==> src/rtl/uart_echo_responder.sv <==
// uart_echo_responder: byte-level loopback for the far end of a UART link.
// Captures bytes from a uart_top receiver, buffers them in a small ring FIFO
// (optionally XOR-masked) and retransmits them in arrival order through the
// same uart_top transmitter.
module uart_echo_responder #(
    parameter int         FIFO_DEPTH   = 4,
    parameter logic [7:0] ECHO_XOR     = 8'h00,
    parameter int         BUSY_TIMEOUT = 15
) (
    input  logic                        clk_50mhz,
    input  logic                        rst_n,
    input  logic                        enable,
    input  logic                        rx_data_ready,
    input  logic [7:0]                  rx_byte,
    output logic                        rx_clear_ready,
    input  logic                        tx_active,
    output logic [7:0]                  tx_byte,
    output logic                        write_enable,
    output logic [$clog2(FIFO_DEPTH):0] fifo_level,
    output logic [7:0]                  overflow_count,
    output logic [15:0]                 echo_count
);

    localparam int AW = $clog2(FIFO_DEPTH);
    localparam int LW = AW + 1;
    localparam int TW = (BUSY_TIMEOUT > 1) ? $clog2(BUSY_TIMEOUT) : 1;
    localparam logic [TW-1:0] TMO_LAST = TW'(BUSY_TIMEOUT - 1);
    localparam logic [LW-1:0] LVL_FULL = LW'(FIFO_DEPTH);

    typedef enum logic [1:0] {R_IDLE, R_ACK, R_WAIT} rx_state_t;
    typedef enum logic [1:0] {T_IDLE, T_START, T_WAIT_DONE} tx_state_t;

    rx_state_t       rx_st_q, rx_st_d;
    tx_state_t       tx_st_q, tx_st_d;
    logic            rcr_q, rcr_d;
    logic [7:0]      ovf_q, ovf_d;
    logic            we_q, we_d;
    logic [7:0]      txb_q, txb_d;
    logic [TW-1:0]   tmo_q, tmo_d;
    logic [15:0]     echo_q, echo_d;
    logic [AW-1:0]   wr_ptr_q, wr_ptr_d;
    logic [AW-1:0]   rd_ptr_q, rd_ptr_d;
    logic [LW-1:0]   level_q, level_d;
    logic [7:0]      mem_q [FIFO_DEPTH];
    logic [7:0]      mem_d [FIFO_DEPTH];

    logic            push, pop;
    logic            full, empty;

    // Full/empty come straight from the registered level so neither FSM
    // sees a combinational path through the other's push/pop decision.
    assign full  = (level_q == LVL_FULL);
    assign empty = (level_q == '0);

    // RX FSM: capture one byte per rx_data_ready assertion, then acknowledge
    // and wait for the level to drop so a held byte is not taken twice.
    always_comb begin
        rx_st_d = rx_st_q;
        rcr_d   = 1'b0;
        ovf_d   = ovf_q;
        push    = 1'b0;
        case (rx_st_q)
            R_IDLE: begin
                if (rx_data_ready) begin
                    rx_st_d = R_ACK;
                    if (enable) begin
                        if (!full) begin
                            push = 1'b1;
                        end else if (ovf_q != 8'hFF) begin
                            ovf_d = ovf_q + 8'd1;
                        end
                    end
                end
            end
            R_ACK: begin
                rcr_d   = 1'b1;
                rx_st_d = R_WAIT;
            end
            R_WAIT: begin
                if (!rx_data_ready) rx_st_d = R_IDLE;
            end
            default: rx_st_d = R_IDLE;
        endcase
    end

    // TX FSM: hand the FIFO head to the transmitter, then track tx_active
    // through one busy period; give up on the byte if busy never shows.
    always_comb begin
        tx_st_d = tx_st_q;
        we_d    = 1'b0;
        txb_d   = txb_q;
        tmo_d   = tmo_q;
        echo_d  = echo_q;
        pop     = 1'b0;
        case (tx_st_q)
            T_IDLE: begin
                if (!empty && !tx_active) begin
                    txb_d   = mem_q[rd_ptr_q];
                    we_d    = 1'b1;
                    pop     = 1'b1;
                    tmo_d   = '0;
                    tx_st_d = T_START;
                end
            end
            T_START: begin
                if (tx_active) begin
                    tx_st_d = T_WAIT_DONE;
                end else if (tmo_q == TMO_LAST) begin
                    tx_st_d = T_IDLE;
                end else begin
                    tmo_d = tmo_q + TW'(1);
                end
            end
            T_WAIT_DONE: begin
                if (!tx_active) begin
                    echo_d  = echo_q + 16'd1;
                    tx_st_d = T_IDLE;
                end
            end
            default: tx_st_d = T_IDLE;
        endcase
    end

    // FIFO bookkeeping: pointers wrap naturally (depth is a power of two);
    // a simultaneous push and pop leaves the level unchanged.
    always_comb begin
        mem_d    = mem_q;
        wr_ptr_d = wr_ptr_q;
        rd_ptr_d = rd_ptr_q;
        level_d  = level_q;
        if (push) begin
            mem_d[wr_ptr_q] = rx_byte ^ ECHO_XOR;
            wr_ptr_d        = wr_ptr_q + AW'(1);
        end
        if (pop) rd_ptr_d = rd_ptr_q + AW'(1);
        case ({push, pop})
            2'b10:   level_d = level_q + LW'(1);
            2'b01:   level_d = level_q - LW'(1);
            default: level_d = level_q;
        endcase
    end

    // Control and status registers with synchronous reset.
    always_ff @(posedge clk_50mhz) begin
        if (!rst_n) begin
            rx_st_q  <= R_IDLE;
            tx_st_q  <= T_IDLE;
            rcr_q    <= 1'b0;
            ovf_q    <= '0;
            we_q     <= 1'b0;
            txb_q    <= '0;
            tmo_q    <= '0;
            echo_q   <= '0;
            wr_ptr_q <= '0;
            rd_ptr_q <= '0;
            level_q  <= '0;
        end else begin
            rx_st_q  <= rx_st_d;
            tx_st_q  <= tx_st_d;
            rcr_q    <= rcr_d;
            ovf_q    <= ovf_d;
            we_q     <= we_d;
            txb_q    <= txb_d;
            tmo_q    <= tmo_d;
            echo_q   <= echo_d;
            wr_ptr_q <= wr_ptr_d;
            rd_ptr_q <= rd_ptr_d;
            level_q  <= level_d;
        end
    end

    // Buffer storage needs no reset; an empty level hides stale contents.
    always_ff @(posedge clk_50mhz) begin
        mem_q <= mem_d;
    end

    assign rx_clear_ready = rcr_q;
    assign write_enable   = we_q;
    assign tx_byte        = txb_q;
    assign fifo_level     = level_q;
    assign overflow_count = ovf_q;
    assign echo_count     = echo_q;

endmodule

==> config.mk <==
export PLATFORM = sky130hd
export DESIGN_NAME = uart_echo_responder
export DESIGN_NICKNAME = d
export VERILOG_FILES = /design/src/rtl/uart_echo_responder.sv
export SDC_FILE = /design/constraint.sdc
export NUM_CORES = 1
export LEC_CHECK = 0
export BUFFER_PORTS_ARGS = -buffer_cell sky130_fd_sc_hd__buf_2
export CAP_MARGIN = 40
export CORE_UTILIZATION = 56
export DETAILED_ROUTE_END_ITERATION = 10
export PLACE_DENSITY_LB_ADDON = 0.08
export SKIP_LAST_GASP = 1
export SLEW_MARGIN = 10
export SYNTH_ARGS = -nofsm -noshare
export SYNTH_HDL_FRONTEND = slang
export SYNTH_SLANG_ARGS = --single-unit
export TNS_END_PERCENT = 30
==> constraint.sdc <==
create_clock -name clk_50mhz -period 2.5 [get_ports clk_50mhz]
set_input_delay 0.125 -clock clk_50mhz [delete_from_list [all_inputs] [get_ports clk_50mhz]]
set_output_delay 0.125 -clock clk_50mhz [all_outputs]
set_load 0.01 [all_outputs]
==> flow_summary.ini <==
[outcome]
status = finished clean

[clock_network]
cts_resized = 0
cts-root-buf = clkbuf_8
clockBufferDepth = 2
holdBufCountCts = 8
clk_pin_slew_ns = 0.08
insertion_delay_ns = 0.35
clock-sinks = 81
ctsHtreeMaxLevel = 3
cts_buffers = 9
cts_tree = built
post-cts-setup-buffers = 0

[synth]
syn-instance-count = 288
yosys-top-cells-area = dfxtp_1, edfxtp_1, mux4_2, a21oi_1, ha_1
yosysTopAreaCellShare = 0.2929
synth_cell_types = 41
synth_edf_count = 32
syn_area_per_cell_sq_um = 11.63
yosys.area.top_type = dfxtp_1
synth_top_family_by_area = simple AND/OR/NAND/NOR gates
synth_flop_cell = dfxtp_1
synth.area.mux_share = 0.06276
syn_nets = 311
yosysSeqAreaShare = 0.5798
synth-seq-cells = 81
yosys-top-cells-count = dfxtp_1, edfxtp_1, a21oi_1
yosys_warnings = 0
synth_compound_area_frac = 0.07620
synth_xor_xnor_area_share = 0.03922
postSynth.asyncResetShare = 0
yosysMostFrequentCell = dfxtp_1
netlist_area_sq_um = 3349
synthAdderAreaFrac = 0.03960
synthSimpleGateAreaFrac = 0.1759

[layout]
fillers = 434
drive_gt1_frac = 0.2353
seq_area_sq_um = 1942
final_cell_area_sq_um = 3964
syn2layout_area_growth_pct = 18.34
diodes = 0
num-nets-final = 375
multi_input_area_sq_um = 1319

[global_route]
grt_pass1_vias = 2030
overflow = 0
grt_first_pass_wirelength_mm = 9.825
grt_max_degree = 48
antenna_found_initial = 0
grt_usage = 0.2103

[floorplanning]
core_sq_um = 5642
start_util = 0.5937
die_w_um = 79.34
fp-row-count = 27
dieArea_sq_um = 6295
io_pins = 50
fp.dieH_um = 79.34

[timing]
tns_ns = 0
maxSlewViolCount = 0
grt_setup_unrepaired = no
fin_skew_ns = 0.01274
worstMarginPinSlew_ns = 0.6390
period_share = 0.9102
fmax_ghz = 0.4395
relSlewSlack = 0.5734
setup_viol = 0
hold_viol = 0
post-route-min-period_ns = 2.275

[setup_path]
path_class = register to register
cp.required_ns = 2.78
critPathMaxFanout = 10
worstSetupStartpoint = tx_st_q[0]
rr_startpoint = tx_st_q[0]
critPathLaunchType = register
endpoint_kind = register
cp.arrival_ns = 2.55

[power_and_ir_drop]
power.density_nw_per_um2 = 752.0
power_leakage_nw = 1.523
ir_drop_v = 0.0004573
power_mw = 2.981

[placement]
hpwl_mm = 4.105
place.gp.congestion = 0.7544
placed_area_sq_um = 3695
port_buffers = 49

[min_path]
hold_start = rst_n
hold_class = input pin to register

[detailed_routing]
drt-total-wl_mm = 6.182
drc = 0
dr.pass1.iters = 4
vias = 2313
viasPerCell = 5.392
drtIter0Drc = 104
wl_per_cell_um = 14.41
ant_nets = 0

[run]
cap_violations = 0
cell type report:
cell class	count	area share
clock inverter	5	0.01452
clock buffer	11	0.03314
sequential	81	0.4899
multi-input combinational	186	0.3327
inverter	11	0.01042
tap	72	0.02273
timing repair buffer	63	0.09659
layer usage:
layer | wire length, um | GRT usage | share of wire
met2 | 2795 | 0.3216 | 0.45
met1 | 3097 | 0.2868 | 0.50
met5 | 0 | 0 | 0
met4 | 58 | 0.07636 | 0.0094
met3 | 231 | 0.05747 | 0.037
sequential cells by signal, summed over array words and instances (netlist names):
| name | count |
|---|---|
| mem_q | 32 |
| echo_count | 16 |
| overflow_count | 8 |
| tx_byte | 8 |
| tmo_q | 4 |
| fifo_level | 3 |
| rd_ptr_q | 2 |
| rx_st_q | 2 |
| tx_st_q | 2 |
| wr_ptr_q | 2 |
| rx_clear_ready | 1 |
| write_enable | 1 |
cell usage in the layout, fill, tap and decap left out, types with 9 or more instances in the layout:
master / instances
a21oi_1: 27
buf_2: 49
clkbuf_8: 9
dfxtp_1: 49
edfxtp_1: 32
ha_1: 9
inv_1: 10
nand2_1: 25
nand3_1: 13
nor2_1: 21
xor2_1: 11
critical path, stage by stage (launching register included):
cell and delay [ns]:
dfxtp_1 0.35, nor3_1 0.32, nand2_1 0.14, inv_2 0.15, ha_1 0.21, inv_1 0.06, fa_1 0.37, xor2_1 0.16
or3_1 0.32, a21oi_1 0.15
logic make-up (layout without fill, tap and decap cells):
logic type / count (synthesis) / after routing
simple gates: 105 / 105
xor+xnor: 15 / 15
flops: 81 / 81
compound gates: 45 / 45
fa+ha+maj: 10 / 10
buf+inv: 21 / 90
mux: 11 / 11
through the flow:
| step | setup WS, ns | std cells | hold WS, ns | util |
|---|---|---|---|---|
| after floorplan | 0.2029 | 288 | 0.2239 | - |
| after global placement | 0.3377 | 405 | 0.3405 | 0.6549 |
| after detailed placement | 0.2327 | 405 | 0.3450 | 0.6549 |
| after CTS | 0.2143 | 429 | 0.02676 | 0.7026 |
| after global routing | 0.03646 | 429 | 0.02475 | 0.7026 |
| final | 0.2246 | 429 | 0.04340 | 0.7026 |
where the power goes:
group	leakage [nW]	internal [mW]	switching, mW	total (mW)
Combinational	0.740	0.237	0.266	0.503
Sequential	0.686	1.45	0.0879	1.54
Clock	0.0973	0.463	0.473	0.936
Total	1.52	2.15	0.827	2.98
path summary, 6_finish.rpt:
path | to | slack (ns) | cells past startpoint
min reg2reg | tx_byte[1] | 0.45 | 2
max reg2reg | fifo_level[2] | 0.22 | 9
max | fifo_level[2] | 0.22 | 9
min | echo_count[2] | 0.04 | 2
Note: power is estimated with default switching activity, not from simulation.
